--- src/rtl/multicycle_ctrl.sv ---
// Multicycle RV32I control FSM: sequences fetch/decode/execute/memory/
// write-back over a single shared memory port, halts on illegal opcodes
// and keeps cycle / retired-instruction counters for debug display.
//
// Memory handshake (req/ack): mem_req is held high from the first cycle of
// an access until the cycle in which mem_ack is seen high; that cycle
// completes the access (zero-wait ack in the first cycle is legal). mem_we
// and iord are meaningful only while mem_req is high. mem_ack is ignored in
// every state that is not issuing a request. There is no timeout.
module multicycle_ctrl #(
    parameter int CNT_W           = 32,
    parameter bit HALT_ON_ILLEGAL = 1'b1
) (
    input  logic             clk,
    input  logic             rst,
    input  logic [6:0]       opcode,
    input  logic             zero,
    input  logic             mem_ack,
    output logic             mem_req,
    output logic             mem_we,
    output logic             iord,
    output logic             ir_write,
    output logic             pc_write,
    output logic             pc_write_cond,
    output logic             pc_src,
    output logic [1:0]       alu_src_a,
    output logic [1:0]       alu_src_b,
    output logic [1:0]       alu_op,
    output logic             mem_to_reg,
    output logic             reg_write,
    output logic             halted,
    output logic             instr_retired,
    output logic [CNT_W-1:0] cycle_cnt,
    output logic [CNT_W-1:0] instr_cnt
);

    localparam logic [6:0] OP_R      = 7'b0110011;
    localparam logic [6:0] OP_I      = 7'b0010011;
    localparam logic [6:0] OP_LOAD   = 7'b0000011;
    localparam logic [6:0] OP_STORE  = 7'b0100011;
    localparam logic [6:0] OP_BRANCH = 7'b1100011;

    typedef enum logic [3:0] {
        S_FETCH  = 4'd0,
        S_DECODE = 4'd1,
        S_EXEC_R = 4'd2,
        S_EXEC_I = 4'd3,
        S_ADDR   = 4'd4,
        S_MEM_RD = 4'd5,
        S_MEM_WR = 4'd6,
        S_WB_ALU = 4'd7,
        S_WB_MEM = 4'd8,
        S_BRANCH = 4'd9,
        S_HALT   = 4'd10
    } state_t;

    state_t state;
    state_t next_state;

    // zero only qualifies pc_write_cond inside the datapath; the FSM itself
    // never branches on it.
    logic zero_unused;
    assign zero_unused = zero;

    // State register; reset abandons any in-flight instruction.
    always_ff @(posedge clk) begin
        if (rst) begin
            state <= S_FETCH;
        end else begin
            state <= next_state;
        end
    end

    // Next-state and control decode; write enables are masked while in reset.
    always_comb begin
        next_state    = state;
        mem_req       = 1'b0;
        mem_we        = 1'b0;
        iord          = 1'b0;
        ir_write      = 1'b0;
        pc_write      = 1'b0;
        pc_write_cond = 1'b0;
        pc_src        = 1'b0;
        alu_src_a     = 2'b00;
        alu_src_b     = 2'b00;
        alu_op        = 2'b00;
        mem_to_reg    = 1'b0;
        reg_write     = 1'b0;
        halted        = 1'b0;
        instr_retired = 1'b0;

        case (state)
            S_FETCH: begin
                mem_req   = 1'b1;
                alu_src_b = 2'b01;
                if (mem_ack) begin
                    ir_write   = 1'b1;
                    pc_write   = 1'b1;
                    next_state = S_DECODE;
                end
            end
            S_DECODE: begin
                // PC-relative target is precomputed into ALUOut here.
                alu_src_a = 2'b10;
                alu_src_b = 2'b10;
                case (opcode)
                    OP_R:               next_state = S_EXEC_R;
                    OP_I:               next_state = S_EXEC_I;
                    OP_LOAD, OP_STORE:  next_state = S_ADDR;
                    OP_BRANCH:          next_state = S_BRANCH;
                    default: begin
                        if (HALT_ON_ILLEGAL) begin
                            next_state = S_HALT;
                        end else begin
                            instr_retired = 1'b1;
                            next_state    = S_FETCH;
                        end
                    end
                endcase
            end
            S_EXEC_R: begin
                alu_src_a  = 2'b01;
                alu_op     = 2'b10;
                next_state = S_WB_ALU;
            end
            S_EXEC_I: begin
                alu_src_a  = 2'b01;
                alu_src_b  = 2'b10;
                alu_op     = 2'b11;
                next_state = S_WB_ALU;
            end
            S_ADDR: begin
                alu_src_a  = 2'b01;
                alu_src_b  = 2'b10;
                next_state = (opcode == OP_LOAD) ? S_MEM_RD : S_MEM_WR;
            end
            S_MEM_RD: begin
                mem_req = 1'b1;
                iord    = 1'b1;
                if (mem_ack) begin
                    next_state = S_WB_MEM;
                end
            end
            S_MEM_WR: begin
                mem_req = 1'b1;
                mem_we  = 1'b1;
                iord    = 1'b1;
                if (mem_ack) begin
                    instr_retired = 1'b1;
                    next_state    = S_FETCH;
                end
            end
            S_WB_ALU: begin
                reg_write     = 1'b1;
                instr_retired = 1'b1;
                next_state    = S_FETCH;
            end
            S_WB_MEM: begin
                reg_write     = 1'b1;
                mem_to_reg    = 1'b1;
                instr_retired = 1'b1;
                next_state    = S_FETCH;
            end
            S_BRANCH: begin
                alu_src_a     = 2'b01;
                alu_op        = 2'b01;
                pc_write_cond = 1'b1;
                pc_src        = 1'b1;
                instr_retired = 1'b1;
                next_state    = S_FETCH;
            end
            S_HALT: begin
                halted = 1'b1;
            end
            default: begin
                next_state = S_FETCH;
            end
        endcase

        if (rst) begin
            mem_req       = 1'b0;
            mem_we        = 1'b0;
            ir_write      = 1'b0;
            pc_write      = 1'b0;
            pc_write_cond = 1'b0;
            reg_write     = 1'b0;
            instr_retired = 1'b0;
        end
    end

    // Free-running debug counters; both wrap naturally.
    always_ff @(posedge clk) begin
        if (rst) begin
            cycle_cnt <= '0;
            instr_cnt <= '0;
        end else begin
            cycle_cnt <= cycle_cnt + 1'b1;
            if (instr_retired) begin
                instr_cnt <= instr_cnt + 1'b1;
            end
        end
    end

endmodule

--- config.mk ---
export PLATFORM = sky130hd
export DESIGN_NAME = multicycle_ctrl
export DESIGN_NICKNAME = d
export VERILOG_FILES = /design/src/rtl/multicycle_ctrl.sv
export SDC_FILE = /design/constraint.sdc
export NUM_CORES = 1
export LEC_CHECK = 0
export ABC_AREA = 1
export BUFFER_PORTS_ARGS = -buffer_cell sky130_fd_sc_hd__buf_2
export CAP_MARGIN = 20
export CORE_MARGIN = 2
export CORE_UTILIZATION = 55
export CTS_CLUSTER_DIAMETER = 120
export DETAILED_ROUTE_END_ITERATION = 16
export PLACE_DENSITY_LB_ADDON = 0.1
export SETUP_SLACK_MARGIN = 0.15
export SLEW_MARGIN = 0
export SYNTH_ARGS = -nofsm -noshare
export SYNTH_HDL_FRONTEND = slang
export SYNTH_SLANG_ARGS = --single-unit
--- constraint.sdc ---
create_clock -name clk -period 2.7 [get_ports clk]
set_input_delay 0 -clock clk [delete_from_list [all_inputs] [get_ports clk]]
set_output_delay 0 -clock clk [all_outputs]
set_load 0.01 [all_outputs]
==> metrics.txt, run 1 <==
# TYPE chip_impl_metric gauge
chip_impl_metric{name="synth_nets",unit=""} 654
chip_impl_info{name="root_buffer",value="clkbuf_8"} 1
chip_impl_info{name="crit_start",value="state[2]"} 1
chip_impl_metric{name="asyncSetResetFlopFracSynth",unit=""} 0
chip_impl_metric{name="dpl_worst_slack",unit="ns"} 0.9181
chip_impl_info{name="crit_path_cell_trace",value="inv_2 -> nor2_4 -> nand2_2 -> nor2_4 -> nor2_4 -> nor2_8 -> buf_2"} 1
chip_impl_metric{name="antenna_left",unit=""} 0
chip_impl_metric{name="final_net_count",unit=""} 746
chip_impl_metric{name="synth_area_per_cell",unit="um2"} 6.272
chip_impl_metric{name="setup.reg_to_reg.worst_slack",unit="ns"} 0.88
chip_impl_metric{name="multi_input_gate_area_in_the_final_layout",unit="mm2"} 0.002327
chip_impl_metric{name="synth_top_cell_area_share",unit=""} 0.3386
chip_impl_info{name="critical_path.startpoint_type",value="flip-flop"} 1
chip_impl_metric{name="detail_route.first_pass.iterations",unit=""} 5
chip_impl_metric{name="synth_seq_cells",unit=""} 68
chip_impl_info{name="cp_endpoint_kind",value="output port"} 1
chip_impl_metric{name="global_route.overflow_total",unit=""} 0
chip_impl_metric{name="core_area",unit="mm2"} 0.007176
chip_impl_info{name="setup.worst_path.class",value="flip-flop to output port"} 1
chip_impl_info{name="worst_path_dominant_cell_family",value="simple AND/OR/NAND/NOR gates"} 1
chip_impl_metric{name="first_iter_violations",unit=""} 245
chip_impl_metric{name="max_slew.worst_pin.slew",unit="ns"} 0.6676
chip_impl_metric{name="critPathBufInv",unit=""} 2
chip_impl_metric{name="timing.critical_path.depth",unit=""} 7
chip_impl_metric{name="setup_total_negative_slack",unit="ns"} 0
chip_impl_metric{name="maxSlewViolCount",unit=""} 0
chip_impl_metric{name="clock_tree.htree_level_count",unit=""} 3
chip_impl_metric{name="die_y",unit="um"} 89.50
chip_impl_metric{name="fin_total_pwr",unit="uW"} 2665
chip_impl_info{name="grt_setup_unrepaired",value="no"} 1
chip_impl_info{name="hold_path_class",value="input pin to flip-flop"} 1
chip_impl_metric{name="post-route-worst-setup-slack",unit="ns"} 0.8598
chip_impl_info{name="main_flop_type_after_synthesis",value="dfxtp_1"} 1
chip_impl_metric{name="grt_pass1_vias",unit=""} 3678
chip_impl_metric{name="leakagePower",unit="uW"} 0.001941
chip_impl_metric{name="worst_slew_margin_rel",unit=""} 0.5549
chip_impl_metric{name="die_area",unit="mm2"} 0.008009
chip_impl_metric{name="worst_clock_skew",unit="ns"} 0.01322
chip_impl_metric{name="floorplan.initialDensity",unit=""} 0.5602
chip_impl_metric{name="power_per_cell_area",unit="mW/mm2"} 560.2
chip_impl_info{name="critical-path-top-cell-by-count",value="nor2_4"} 1
chip_impl_metric{name="final_min_period_over_clock_period",unit=""} 0.6815
chip_impl_metric{name="worstPathMaxFanout",unit=""} 13
chip_impl_metric{name="antenna_cells",unit=""} 0
chip_impl_metric{name="layout.area.seq",unit="mm2"} 0.001361
chip_impl_metric{name="grt_start_max_net_pins",unit=""} 53
chip_impl_metric{name="worst_ep_required_time",unit="ns"} 2.70
chip_impl_metric{name="synth-seq-area-share",unit=""} 0.3386
chip_impl_metric{name="worstSkewPairLatency",unit="ns"} 0.36
chip_impl_metric{name="ctsResizeCount",unit=""} 0
chip_impl_metric{name="r2r_cells",unit=""} 8
chip_impl_metric{name="drc_errors",unit=""} 0
chip_impl_metric{name="port_buffers",unit=""} 90
chip_impl_info{name="clock_tree_from_tritoncts",value="yes"} 1
chip_impl_metric{name="maxCapViolations",unit=""} 0
chip_impl_metric{name="post_drt_wl_per_cell",unit="um"} 12.76
chip_impl_metric{name="number_of_flops_mapped_to_enable_cells_by_yosys",unit=""} 0
chip_impl_metric{name="cts-root-to-sink-buffers",unit=""} 2
chip_impl_metric{name="max_clock_freq",unit="MHz"} 543.4
chip_impl_metric{name="cts.reportedPaths.clkPinSlew",unit="ns"} 0.07
chip_impl_info{name="endpoint",value="instr_retired"} 1
chip_impl_metric{name="place_congestion",unit=""} 0.9142
chip_impl_metric{name="max-vdd-ir-drop",unit="mV"} 0.4515
chip_impl_info{name="outcome",value="finished clean"} 1
chip_impl_metric{name="holdBufCountCts",unit=""} 0
chip_impl_metric{name="setup_viol",unit=""} 0
chip_impl_metric{name="die-width",unit="um"} 89.50
chip_impl_metric{name="final_layout_size_suffix_gt1_frac",unit=""} 0.1978
chip_impl_metric{name="row_count",unit=""} 31
chip_impl_info{name="synth_area_leader_cell",value="dfxtp_1"} 1
chip_impl_metric{name="global_route_wire_length_before_repair",unit="um"} 16860
chip_impl_metric{name="cts_inserted_buffers",unit=""} 9
chip_impl_metric{name="routed_via_density",unit=""} 5.210
chip_impl_metric{name="drt-total-wl",unit="um"} 10680
chip_impl_info{name="startpoint_of_the_worst_register_to_register_path",value="instr_cnt[0]"} 1
chip_impl_metric{name="post_cts.repair.setup_buffers",unit=""} 0
chip_impl_metric{name="synth_cells",unit=""} 641
chip_impl_metric{name="synth_cell_type_count",unit=""} 35
chip_impl_info{name="critical_path.reg2reg.endpoint",value="instr_cnt[22]"} 1
chip_impl_metric{name="hold_ws",unit="ns"} 0.02102
chip_impl_metric{name="num_vias",unit=""} 4361
chip_impl_metric{name="cp_data_arrival_time",unit="ns"} 1.84
chip_impl_metric{name="ys.warnings.count",unit=""} 0
chip_impl_metric{name="layout.filler_cells",unit=""} 682
chip_impl_info{name="cp_slowest_cell",value="dfxtp_1"} 1
chip_impl_metric{name="grt_util_all_layers",unit=""} 0.2707
chip_impl_metric{name="area_growth",unit="%"} 18.36
chip_impl_metric{name="dp.final_hpwl",unit="um"} 8012
chip_impl_info{name="synthTopCellsByArea",value="dfxtp_1 34%, nand2_1 17%, nor2_1 12%"} 1
chip_impl_metric{name="antenna_violations_before_repair",unit=""} 0
chip_impl_metric{name="cpPeakStageDelay",unit="ns"} 0.48
chip_impl_metric{name="post-route-min-period",unit="ns"} 1.840
chip_impl_metric{name="post_synth_instance_area",unit="mm2"} 0.004020
chip_impl_metric{name="numClockSinks",unit=""} 68
chip_impl_metric{name="report.final.hold_viol_count",unit=""} 0
chip_impl_metric{name="ioPinCount",unit=""} 92
chip_impl_metric{name="postLayoutCoreUtil",unit=""} 0.6631
==> registers in the layout (all words and copies together), names as in the netlist <==
| signal | flops |
|---|---|
| cycle_cnt | 32 |
| instr_cnt | 32 |
| state | 4 |
==> worst min-delay path by stage <==
stage / start / end / slack (ns) / depth (start not counted)
2_1_floorplan: opcode[6] / state[2] / 0.21 / 3
3_3_place_gp: opcode[4] / state[2] / 0.37 / 4
3_5_place_dp: opcode[6] / state[2] / 0.38 / 4
5_1_grt: opcode[6] / state[2] / 0.01 / 4
4_1_cts: opcode[6] / state[2] / 0.01 / 4
6_report: opcode[6] / state[2] / 0.02 / 4
==> metal layers <==
layer | GRT usage | routed length, um
met1 | 0.3716 | 4847
met2 | 0.4182 | 4870
met5 | 0 | 0
met4 | 0.09498 | 168
met3 | 0.06187 | 795
==> synthesized netlist by cell type, drive strengths merged, types with 2 or more instances <==
| cell | n |
|---|---|
| nand2 | 200 |
| nor2 | 138 |
| dfxtp | 68 |
| inv | 67 |
| a21oi | 42 |
| nand3 | 27 |
| nor3 | 22 |
| o21ai | 19 |
| nand4 | 14 |
| nand3b | 8 |
| clkbuf | 7 |
| xor2 | 7 |
| xnor2 | 5 |
| buf | 4 |
| a31oi | 3 |
| ha | 2 |
| o21a | 2 |
==> worst register-to-register path, stage by stage, from the launching register on <==
cell and delay (ns):
dfxtp_1 0.42, ha_1 0.23, nand3_1 0.14, nor2_1 0.24, nand2_1 0.12, nor2_2 0.21
nand3_1 0.15, o21ai_0 0.18, nor2_1 0.05
==> power by group <==
group,switching [uW],internal [uW]
Combinational,412,201
Sequential,62.0,1040
Clock,426,524
Total,899,1770
==> stage by stage <==
step | std cells | cell area, um2
global placement | 821 | 4533
floorplan | 641 | 4020
global route | 837 | 4758
CTS | 837 | 4758
detailed placement | 821 | 4533
finish | 837 | 4758
==> placed cells by master (no fill, tap or decap), types with 3 or more instances in the layout <==
| cell type | Yosys | final |
|---|---|---|
| nor2_2 | 3 | 3 |
| nand2_2 | 12 | 12 |
| clkbuf_8 | 0 | 9 |
| o21ai_0 | 17 | 17 |
| nand3_1 | 27 | 27 |
| nor3_1 | 20 | 20 |
| inv_1 | 65 | 65 |
| buf_2 | 0 | 90 |
| xor2_1 | 7 | 7 |
| nand4_1 | 13 | 13 |
| dfxtp_1 | 68 | 68 |
| a21oi_2 | 9 | 9 |
| nand2_1 | 186 | 186 |
| nand3b_1 | 8 | 8 |
| xnor2_1 | 5 | 5 |
| a31oi_1 | 3 | 3 |
| a21oi_1 | 33 | 33 |
| nor2_1 | 128 | 128 |
| clkinv_4 | 0 | 3 |
| nor2_4 | 6 | 6 |
==> cells by family (layout without fill, tap and decap cells) <==
group	count (synthesis)	count (layout)	synth area share
simple gates	413	413	0.4522
flops	68	68	0.3386
compound gates	67	67	0.09431
xor+xnor	12	12	0.02614
fa+ha+maj	2	2	0.006224
buf+inv	79	176	0.08248
==> layout make-up <==
type / instances / share of cell area
inverter: 68 / 0.05364
timing repair buffer: 92 / 0.09782
clock buffer: 9 / 0.02603
tap: 99 / 0.02603
clock inverter: 7 / 0.02130
multi-input combinational: 494 / 0.4891
sequential: 68 / 0.2861
(Power assumes the default switching activity.)
==> run 2, diff against run 1 <==
Settings changed: CORE_UTILIZATION 55 to 49.
Clock period 2.7 ns to 1.68 ns, I/O delays scaled along.
==> run 2 against run 1 <==
Net effect: register-to-register slack got worse by 0.71 ns; sequential share of layout area is 2.4 points lower; routed wire length grew 15%; clock power is 76% higher; setup slack worse by 0.69 ns; power grew 80%; non-clock buffer count rose by 34; critical endpoint unchanged; largest power group unchanged.
==> metrics.txt, run 2 (synthesized netlist as in run 1, its figures left out) <==
# TYPE chip_impl_metric gauge
chip_impl_metric{name="leakagePower",unit="uW"} 0.002221
chip_impl_metric{name="maxCapViolations",unit=""} 0
chip_impl_metric{name="grt_pass1_vias",unit=""} 4184
chip_impl_info{name="critical-path-top-cell-by-count",value="nor2_4"} 1
chip_impl_metric{name="die-width",unit="um"} 94.58
chip_impl_info{name="grt_setup_unrepaired",value="yes"} 1
chip_impl_metric{name="cpPeakStageDelay",unit="ns"} 0.37
chip_impl_metric{name="die_y",unit="um"} 94.58
chip_impl_metric{name="timing.critical_path.depth",unit=""} 7
chip_impl_metric{name="final_net_count",unit=""} 781
chip_impl_metric{name="worst_ep_required_time",unit="ns"} 1.68
chip_impl_metric{name="num_vias",unit=""} 4568
chip_impl_metric{name="setup_viol",unit=""} 0
chip_impl_metric{name="area_growth",unit="%"} 33.86
chip_impl_metric{name="r2r_cells",unit=""} 7
chip_impl_metric{name="floorplan.initialDensity",unit=""} 0.4968
chip_impl_metric{name="drt-total-wl",unit="um"} 12270
chip_impl_metric{name="cts.reportedPaths.clkPinSlew",unit="ns"} 0.08
chip_impl_metric{name="dpl.cell_count",unit=""} 844
chip_impl_metric{name="gr-usage-met3",unit=""} 0.05267
chip_impl_metric{name="final_min_period_over_clock_period",unit=""} 0.9006
chip_impl_info{name="hold_path_class",value="input pin to flip-flop"} 1
chip_impl_metric{name="routed_via_density",unit=""} 5.203
chip_impl_metric{name="worst_clock_skew",unit="ns"} 0.01409
chip_impl_info{name="clock_tree_from_tritoncts",value="yes"} 1
chip_impl_info{name="layout.cells.most_common_list",value="177 x nand2_1, 95 x nor2_1, 89 x buf_2"} 1
chip_impl_info{name="worst_path_dominant_cell_family",value="simple AND/OR/NAND/NOR gates"} 1
chip_impl_metric{name="global_route.overflow_total",unit=""} 0
chip_impl_info{name="outcome",value="finished clean"} 1
chip_impl_metric{name="power_per_cell_area",unit="mW/mm2"} 893.5
chip_impl_metric{name="grt_start_max_net_pins",unit=""} 36
chip_impl_info{name="crit_path_cell_trace",value="buf_6 -> nor2_4 -> nand2_4 -> nor2_4 -> nor2_4 -> nor2_8 -> buf_6"} 1
chip_impl_metric{name="die_area",unit="mm2"} 0.008944
chip_impl_metric{name="final_area",unit="mm2"} 0.005381
chip_impl_metric{name="placedInstanceArea",unit="mm2"} 0.004673
chip_impl_metric{name="cts-root-to-sink-buffers",unit=""} 2
chip_impl_metric{name="antenna_violations_before_repair",unit=""} 0
chip_impl_metric{name="numClockSinks",unit=""} 68
chip_impl_metric{name="groute.layer.met2.usage",unit=""} 0.4661
chip_impl_info{name="biggest_registers_after_layout",value="cycle_cnt: 32 flops, instr_cnt: 32 flops, state: 4 flops"} 1
chip_impl_metric{name="max-vdd-ir-drop",unit="mV"} 0.7818
chip_impl_metric{name="p_comb_frac",unit=""} 0.274
chip_impl_metric{name="core_area",unit="mm2"} 0.008093
chip_impl_metric{name="maxSlewViolCount",unit=""} 0
chip_impl_metric{name="clock_tree.htree_level_count",unit=""} 3
chip_impl_info{name="most_frequent_standard_cell_in_the_layout_excluding_fill_and_tap_cells",value="nand2_1"} 1
chip_impl_metric{name="antenna_cells",unit=""} 0
chip_impl_metric{name="dp.final_hpwl",unit="um"} 8509
chip_impl_metric{name="post-route-worst-setup-slack",unit="ns"} 0.1669
chip_impl_metric{name="fin_cells",unit=""} 878
chip_impl_metric{name="netSwitchingPower",unit="uW"} 1588
chip_impl_metric{name="cts_inserted_buffers",unit=""} 9
chip_impl_metric{name="worstSkewPairLatency",unit="ns"} 0.35
chip_impl_metric{name="drc_errors",unit=""} 0
chip_impl_info{name="layer_with_the_highest_usage_after_global_routing",value="met2"} 1
chip_impl_info{name="setup.worst_path.class",value="flip-flop to output port"} 1
chip_impl_metric{name="worstHoldPathCells",unit=""} 4
chip_impl_info{name="critical_path.startpoint_type",value="flip-flop"} 1
chip_impl_metric{name="switching_share",unit=""} 0.3303
chip_impl_metric{name="post_drt_wl_per_cell",unit="um"} 13.97
chip_impl_metric{name="detail_route.first_pass.iterations",unit=""} 4
chip_impl_metric{name="global_routing_met1_resource_utilization",unit=""} 0.3266
chip_impl_metric{name="max_clock_freq",unit="MHz"} 660.9
chip_impl_metric{name="global_route_wire_length_before_repair",unit="um"} 19050
chip_impl_metric{name="fin_total_pwr",unit="uW"} 4808
chip_impl_metric{name="p_clk_frac",unit=""} 0.347
chip_impl_metric{name="row_count",unit=""} 33
chip_impl_metric{name="dpl_worst_slack",unit="ns"} 0.004815
chip_impl_metric{name="report.final.hold_viol_count",unit=""} 0
chip_impl_metric{name="first_iter_violations",unit=""} 237
chip_impl_metric{name="max_slew.worst_pin.slew",unit="ns"} 0.5034
chip_impl_metric{name="antenna_left",unit=""} 0
chip_impl_metric{name="ioPinCount",unit=""} 92
chip_impl_metric{name="place_congestion",unit=""} 0.9177
chip_impl_metric{name="critPathBufInv",unit=""} 2
chip_impl_metric{name="post-route-min-period",unit="ns"} 1.513
chip_impl_metric{name="cp_data_arrival_time",unit="ns"} 1.51
chip_impl_metric{name="setup_total_negative_slack",unit="ns"} 0
chip_impl_metric{name="final_layout_size_suffix_gt1_frac",unit=""} 0.3402
chip_impl_metric{name="worstPathMaxFanout",unit=""} 5
chip_impl_metric{name="worst_slew_margin_rel",unit=""} 0.6618
chip_impl_info{name="cp_slowest_cell",value="dfxtp_4"} 1
chip_impl_metric{name="port_buffers",unit=""} 90
chip_impl_metric{name="grt_util_all_layers",unit=""} 0.2684
chip_impl_metric{name="power.share.sequential",unit=""} 0.380
chip_impl_info{name="root_buffer",value="clkbuf_8"} 1
chip_impl_metric{name="p_int",unit="uW"} 3220
chip_impl_info{name="cp_endpoint_kind",value="output port"} 1
[run 2: cell count changes in the layout (fill, tap and decap cells not counted), sizes merged]
| cell | change |
|---|---|
| clkbuf | +1 |
| buf | +33 |
| bufinv | +1 |
| dlygate4sd3 | +1 |
| clkinvlp | -2 |
| nand2 | +1 |
[run 2: repair_timing]
| action | in CTS | in global routing |
|---|---|---|
| buffers inserted | 8 | 8 |
| gates resized for setup | 21 | 91 |
| pin swaps | 5 | 24 |
| hold endpoints to repair | 2 | 0 |
| hold buffers | 1 | 0 |
| cloned | 1 | 0 |
| setup endpoints to repair | 22 | 58 |
[run 2: metrics by stage]
stage,hold slack (ns),util
3_3_place_gp,0.3063,0.5775
2_1_floorplan,0.2095,-
5_1_grt,0.06412,0.6650
4_1_cts,0.01685,0.6234
3_5_place_dp,0.3205,0.5775
6_report,0.02529,0.6650
[run 2: worst paths after layout]
path	startpoint	endpoint	slack (ns)
worst max-delay path	state[0]	instr_retired	0.17
worst min register to register	cycle_cnt[4]	cycle_cnt[4]	0.47
worst min-delay path	opcode[6]	state[2]	0.03
worst max register to register	state[1]	instr_cnt[2]	0.17
[run 2: power by group through the flow]
stage / Combinational [uW] / Sequential [uW] / Clock, uW
after floorplan: 727 / 1800 / 0
after global placement: 1010 / 1800 / 0
after detailed placement: 1020 / 1810 / 0
after CTS: 1120 / 1790 / 1690
after global routing: 1440 / 1830 / 1750
final: 1320 / 1820 / 1670
[run 2: layout make-up]
class	instances	area (um2)
clock inverters	6	112.6
clock buffers	10	127.6
repair buffers	126	764.5
flip-flops and latches	68	1409
well taps	105	131.4
fillers	791	2711
multi-input cells	495	2579
inverters	68	257.7
[run 2: metal layers]
layer / share of wire / vias to the layer above
li1: - / 2299
met1: 0.42 / 2088
met2: 0.50 / 147
met3: 0.052 / 34
met4: 0.033 / 0
met5: 0 / -
[run 2: tightest hold or removal path: stages]
cell	delay, ns
buf_2	0.12
nor2_1	0.06
nand3_1	0.06
a31oi_1	0.07
==> run 3, diff against run 2 <==
Settings changed: MAX_ROUTING_LAYER set to met4, RECOVER_POWER set to 25.
==> run 3 against run 2 <==
Net effect: setup slack better by 0.0029 ns; maximum frequency increased by 0.19%; sequential share of layout area down 0.47 points; routed wire length grew 1.3%; register-to-register slack hardly changed; clock-buffer cell count unchanged; hold slack better by 0.0093 ns; largest cell class unchanged.
==> metrics.txt, run 3 (synthesized netlist as in run 1, its figures left out) <==
# TYPE chip_impl_metric gauge
chip_impl_info{name="outcome",value="finished clean"} 1
chip_impl_metric{name="postLayoutCoreUtil",unit=""} 0.6676
chip_impl_metric{name="final_net_count",unit=""} 788
chip_impl_info{name="startpoint_of_the_worst_register_to_register_path",value="cycle_cnt[0]"} 1
chip_impl_metric{name="dpl_worst_slack",unit="ns"} 0.03102
chip_impl_metric{name="antenna_left",unit=""} 0
chip_impl_metric{name="core_area",unit="mm2"} 0.008093
chip_impl_metric{name="dpl.cell_count",unit=""} 845
chip_impl_metric{name="leakagePower",unit="uW"} 0.002143
chip_impl_metric{name="fin_cells",unit=""} 885
chip_impl_info{name="grt_setup_unrepaired",value="yes"} 1
chip_impl_info{name="cp_endpoint_kind",value="flip-flop"} 1
chip_impl_metric{name="worst_ep_required_time",unit="ns"} 1.96
chip_impl_metric{name="grt_util_all_layers",unit=""} 0.2794
chip_impl_metric{name="switching_share",unit=""} 0.3726
chip_impl_info{name="critical-path-top-cell-by-count",value="buf_4"} 1
chip_impl_info{name="layout.cells.most_common_list",value="178 x nand2_1, 94 x nor2_1, 71 x buf_2"} 1
chip_impl_metric{name="post-route-worst-setup-slack",unit="ns"} 0.1698
chip_impl_metric{name="global_route_wire_length_before_repair",unit="um"} 19320
chip_impl_info{name="setup.worst_path.class",value="flip-flop to flip-flop"} 1
chip_impl_metric{name="drc_errors",unit=""} 0
chip_impl_info{name="crit_start",value="cycle_cnt[0]"} 1
chip_impl_metric{name="drt-total-wl",unit="um"} 12430
chip_impl_metric{name="holdBufCountCts",unit=""} 0
chip_impl_metric{name="post_drt_wl_per_cell",unit="um"} 14.05
chip_impl_metric{name="maxSlewViolCount",unit=""} 0
chip_impl_metric{name="die-width",unit="um"} 94.58
chip_impl_metric{name="worstSkewPairLatency",unit="ns"} 0.35
chip_impl_metric{name="p_clk_frac",unit=""} 0.281
chip_impl_metric{name="worstPathMaxFanout",unit=""} 5
chip_impl_metric{name="cpPeakStageDelay",unit="ns"} 0.43
chip_impl_metric{name="area_growth",unit="%"} 34.39
chip_impl_metric{name="dp.final_hpwl",unit="um"} 8674
chip_impl_info{name="cp_slowest_cell",value="dfxtp_1"} 1
chip_impl_metric{name="report.final.hold_viol_count",unit=""} 0
chip_impl_metric{name="cts-root-to-sink-buffers",unit=""} 2
chip_impl_info{name="hold_path_class",value="input pin to flip-flop"} 1
chip_impl_metric{name="die_area",unit="mm2"} 0.008944
chip_impl_metric{name="final_min_period_over_clock_period",unit=""} 0.8989
chip_impl_metric{name="numClockSinks",unit=""} 68
chip_impl_info{name="critical_path.startpoint_type",value="flip-flop"} 1
chip_impl_metric{name="final_layout_size_suffix_gt1_frac",unit=""} 0.3077
chip_impl_metric{name="setup_total_negative_slack",unit="ns"} 0
chip_impl_metric{name="global_route.overflow_total",unit=""} 0
chip_impl_metric{name="antenna_violations_before_repair",unit=""} 0
chip_impl_metric{name="p_comb_frac",unit=""} 0.319
chip_impl_metric{name="die_y",unit="um"} 94.58
chip_impl_metric{name="detail_route.first_pass.iterations",unit=""} 4
chip_impl_metric{name="routed_via_density",unit=""} 5.194
chip_impl_metric{name="cts.reportedPaths.clkPinSlew",unit="ns"} 0.08
chip_impl_metric{name="max-vdd-ir-drop",unit="mV"} 0.5343
chip_impl_metric{name="max_slew.worst_pin.slew",unit="ns"} 0.4897
chip_impl_metric{name="ioPinCount",unit=""} 92
chip_impl_metric{name="port_buffers",unit=""} 90
chip_impl_metric{name="num_vias",unit=""} 4597
chip_impl_metric{name="clock_tree.htree_level_count",unit=""} 3
chip_impl_info{name="crit_path_cell_trace",value="ha_4 -> nand2_2 -> inv_2 -> nand2_4 -> nor2_4 -> buf_4 -> buf_4 -> nand3b_1 -> a21oi_1"} 1
chip_impl_metric{name="max_clock_freq",unit="MHz"} 662.2
chip_impl_info{name="biggest_registers_after_layout",value="cycle_cnt: 32 flops, instr_cnt: 32 flops, state: 4 flops"} 1
chip_impl_info{name="root_buffer",value="clkbuf_8"} 1
chip_impl_info{name="most_frequent_standard_cell_in_the_layout_excluding_fill_and_tap_cells",value="nand2_1"} 1
chip_impl_metric{name="hold_ws",unit="ns"} 0.03455
chip_impl_metric{name="place_congestion",unit=""} 0.9282
chip_impl_metric{name="antenna_cells",unit=""} 0
chip_impl_metric{name="power.share.sequential",unit=""} 0.400
chip_impl_metric{name="cts_inserted_buffers",unit=""} 9
chip_impl_info{name="worstHoldStart",value="opcode[6]"} 1
chip_impl_metric{name="grt_start_max_net_pins",unit=""} 34
chip_impl_metric{name="floorplan.initialDensity",unit=""} 0.4968
chip_impl_metric{name="worst_clock_skew",unit="ns"} 0.01119
chip_impl_metric{name="power_per_cell_area",unit="mW/mm2"} 846.0
chip_impl_metric{name="p_int",unit="uW"} 2868
chip_impl_metric{name="post-route-min-period",unit="ns"} 1.510
chip_impl_metric{name="worst_slew_margin_rel",unit=""} 0.6711
chip_impl_metric{name="setup_viol",unit=""} 0
chip_impl_info{name="clock_tree_from_tritoncts",value="yes"} 1
chip_impl_metric{name="netSwitchingPower",unit="uW"} 1703
chip_impl_metric{name="first_iter_violations",unit=""} 214
chip_impl_metric{name="grt_pass1_vias",unit=""} 4220
chip_impl_metric{name="cp_data_arrival_time",unit="ns"} 1.79
chip_impl_metric{name="maxCapViolations",unit=""} 0
chip_impl_metric{name="row_count",unit=""} 33
run 3: cell types whose count changed in the layout (fill, tap and decap cells not counted), sizes merged:
cell / before / now
clkbuf: 10 / 28
buf: 125 / 114
bufinv: 3 / 0
clkinvlp: 0 / 3
clkinv: 4 / 3
dlygate4sd3: 1 / 0
inv: 67 / 68
nand2: 201 / 202
run 3: final cells by class:
class | instances | area (um2)
clock buffer | 10 | 137.6
clock inverter | 6 | 48.80
fill | 779 | 2690
inverter | 68 | 260.3
multi-input combinational | 496 | 2655
sequential | 68 | 1389
tap | 105 | 131.4
timing repair buffer | 132 | 780.7
run 3: power groups by stage:
| stage | registers, uW | clock network, uW | logic (uW) |
|---|---|---|---|
| 6_report | 1830 | 1290 | 1460 |
| 5_1_grt | 1840 | 1390 | 1580 |
| 4_1_cts | 1780 | 1310 | 1180 |
| 3_5_place_dp | 1800 | 0 | 1050 |
| 3_3_place_gp | 1800 | 0 | 1030 |
| 2_1_floorplan | 1800 | 0 | 727 |
run 3: worst paths after layout:
path / end / slack, ns / cells past startpoint
worst max-delay path: cycle_cnt[26] / 0.17 / 9
worst min-delay path: state[2] / 0.03 / 4
worst max register to register: cycle_cnt[26] / 0.17 / 9
worst min register to register: cycle_cnt[4] / 0.49 / 2
run 3: critical path: cells and delay by family (launching register included):
kind	cells	cell delay, ns
AOI/OAI and AO/OA	1	0.15
DFF	1	0.43
and+or+nand+nor	4	0.39
adders and majority gates	1	0.17
buffers and inverters	3	0.30
run 3: per-stage QoR:
step,total power [uW],area [um2]
floorplan,2526,4025
global placement,2831,4693
detailed placement,2847,4693
CTS,4276,5041
global route,4813,5403
finish,4571,5403
run 3: repair_timing:
action,4_1_cts,5_1_grt
gates resized for setup,27,96
buffers inserted,10,12
pin swaps,5,25
cloned,2,0
setup endpoints to repair,28,52
run 3: routing by layer:
metal	up-vias	GRT usage	wire (um)
li1	2297	-	-
met1	2122	0.3284	5200
met2	135	0.4667	6179
met3	43	0.03831	610
met4	0	0.1437	442
met5	-	-	0
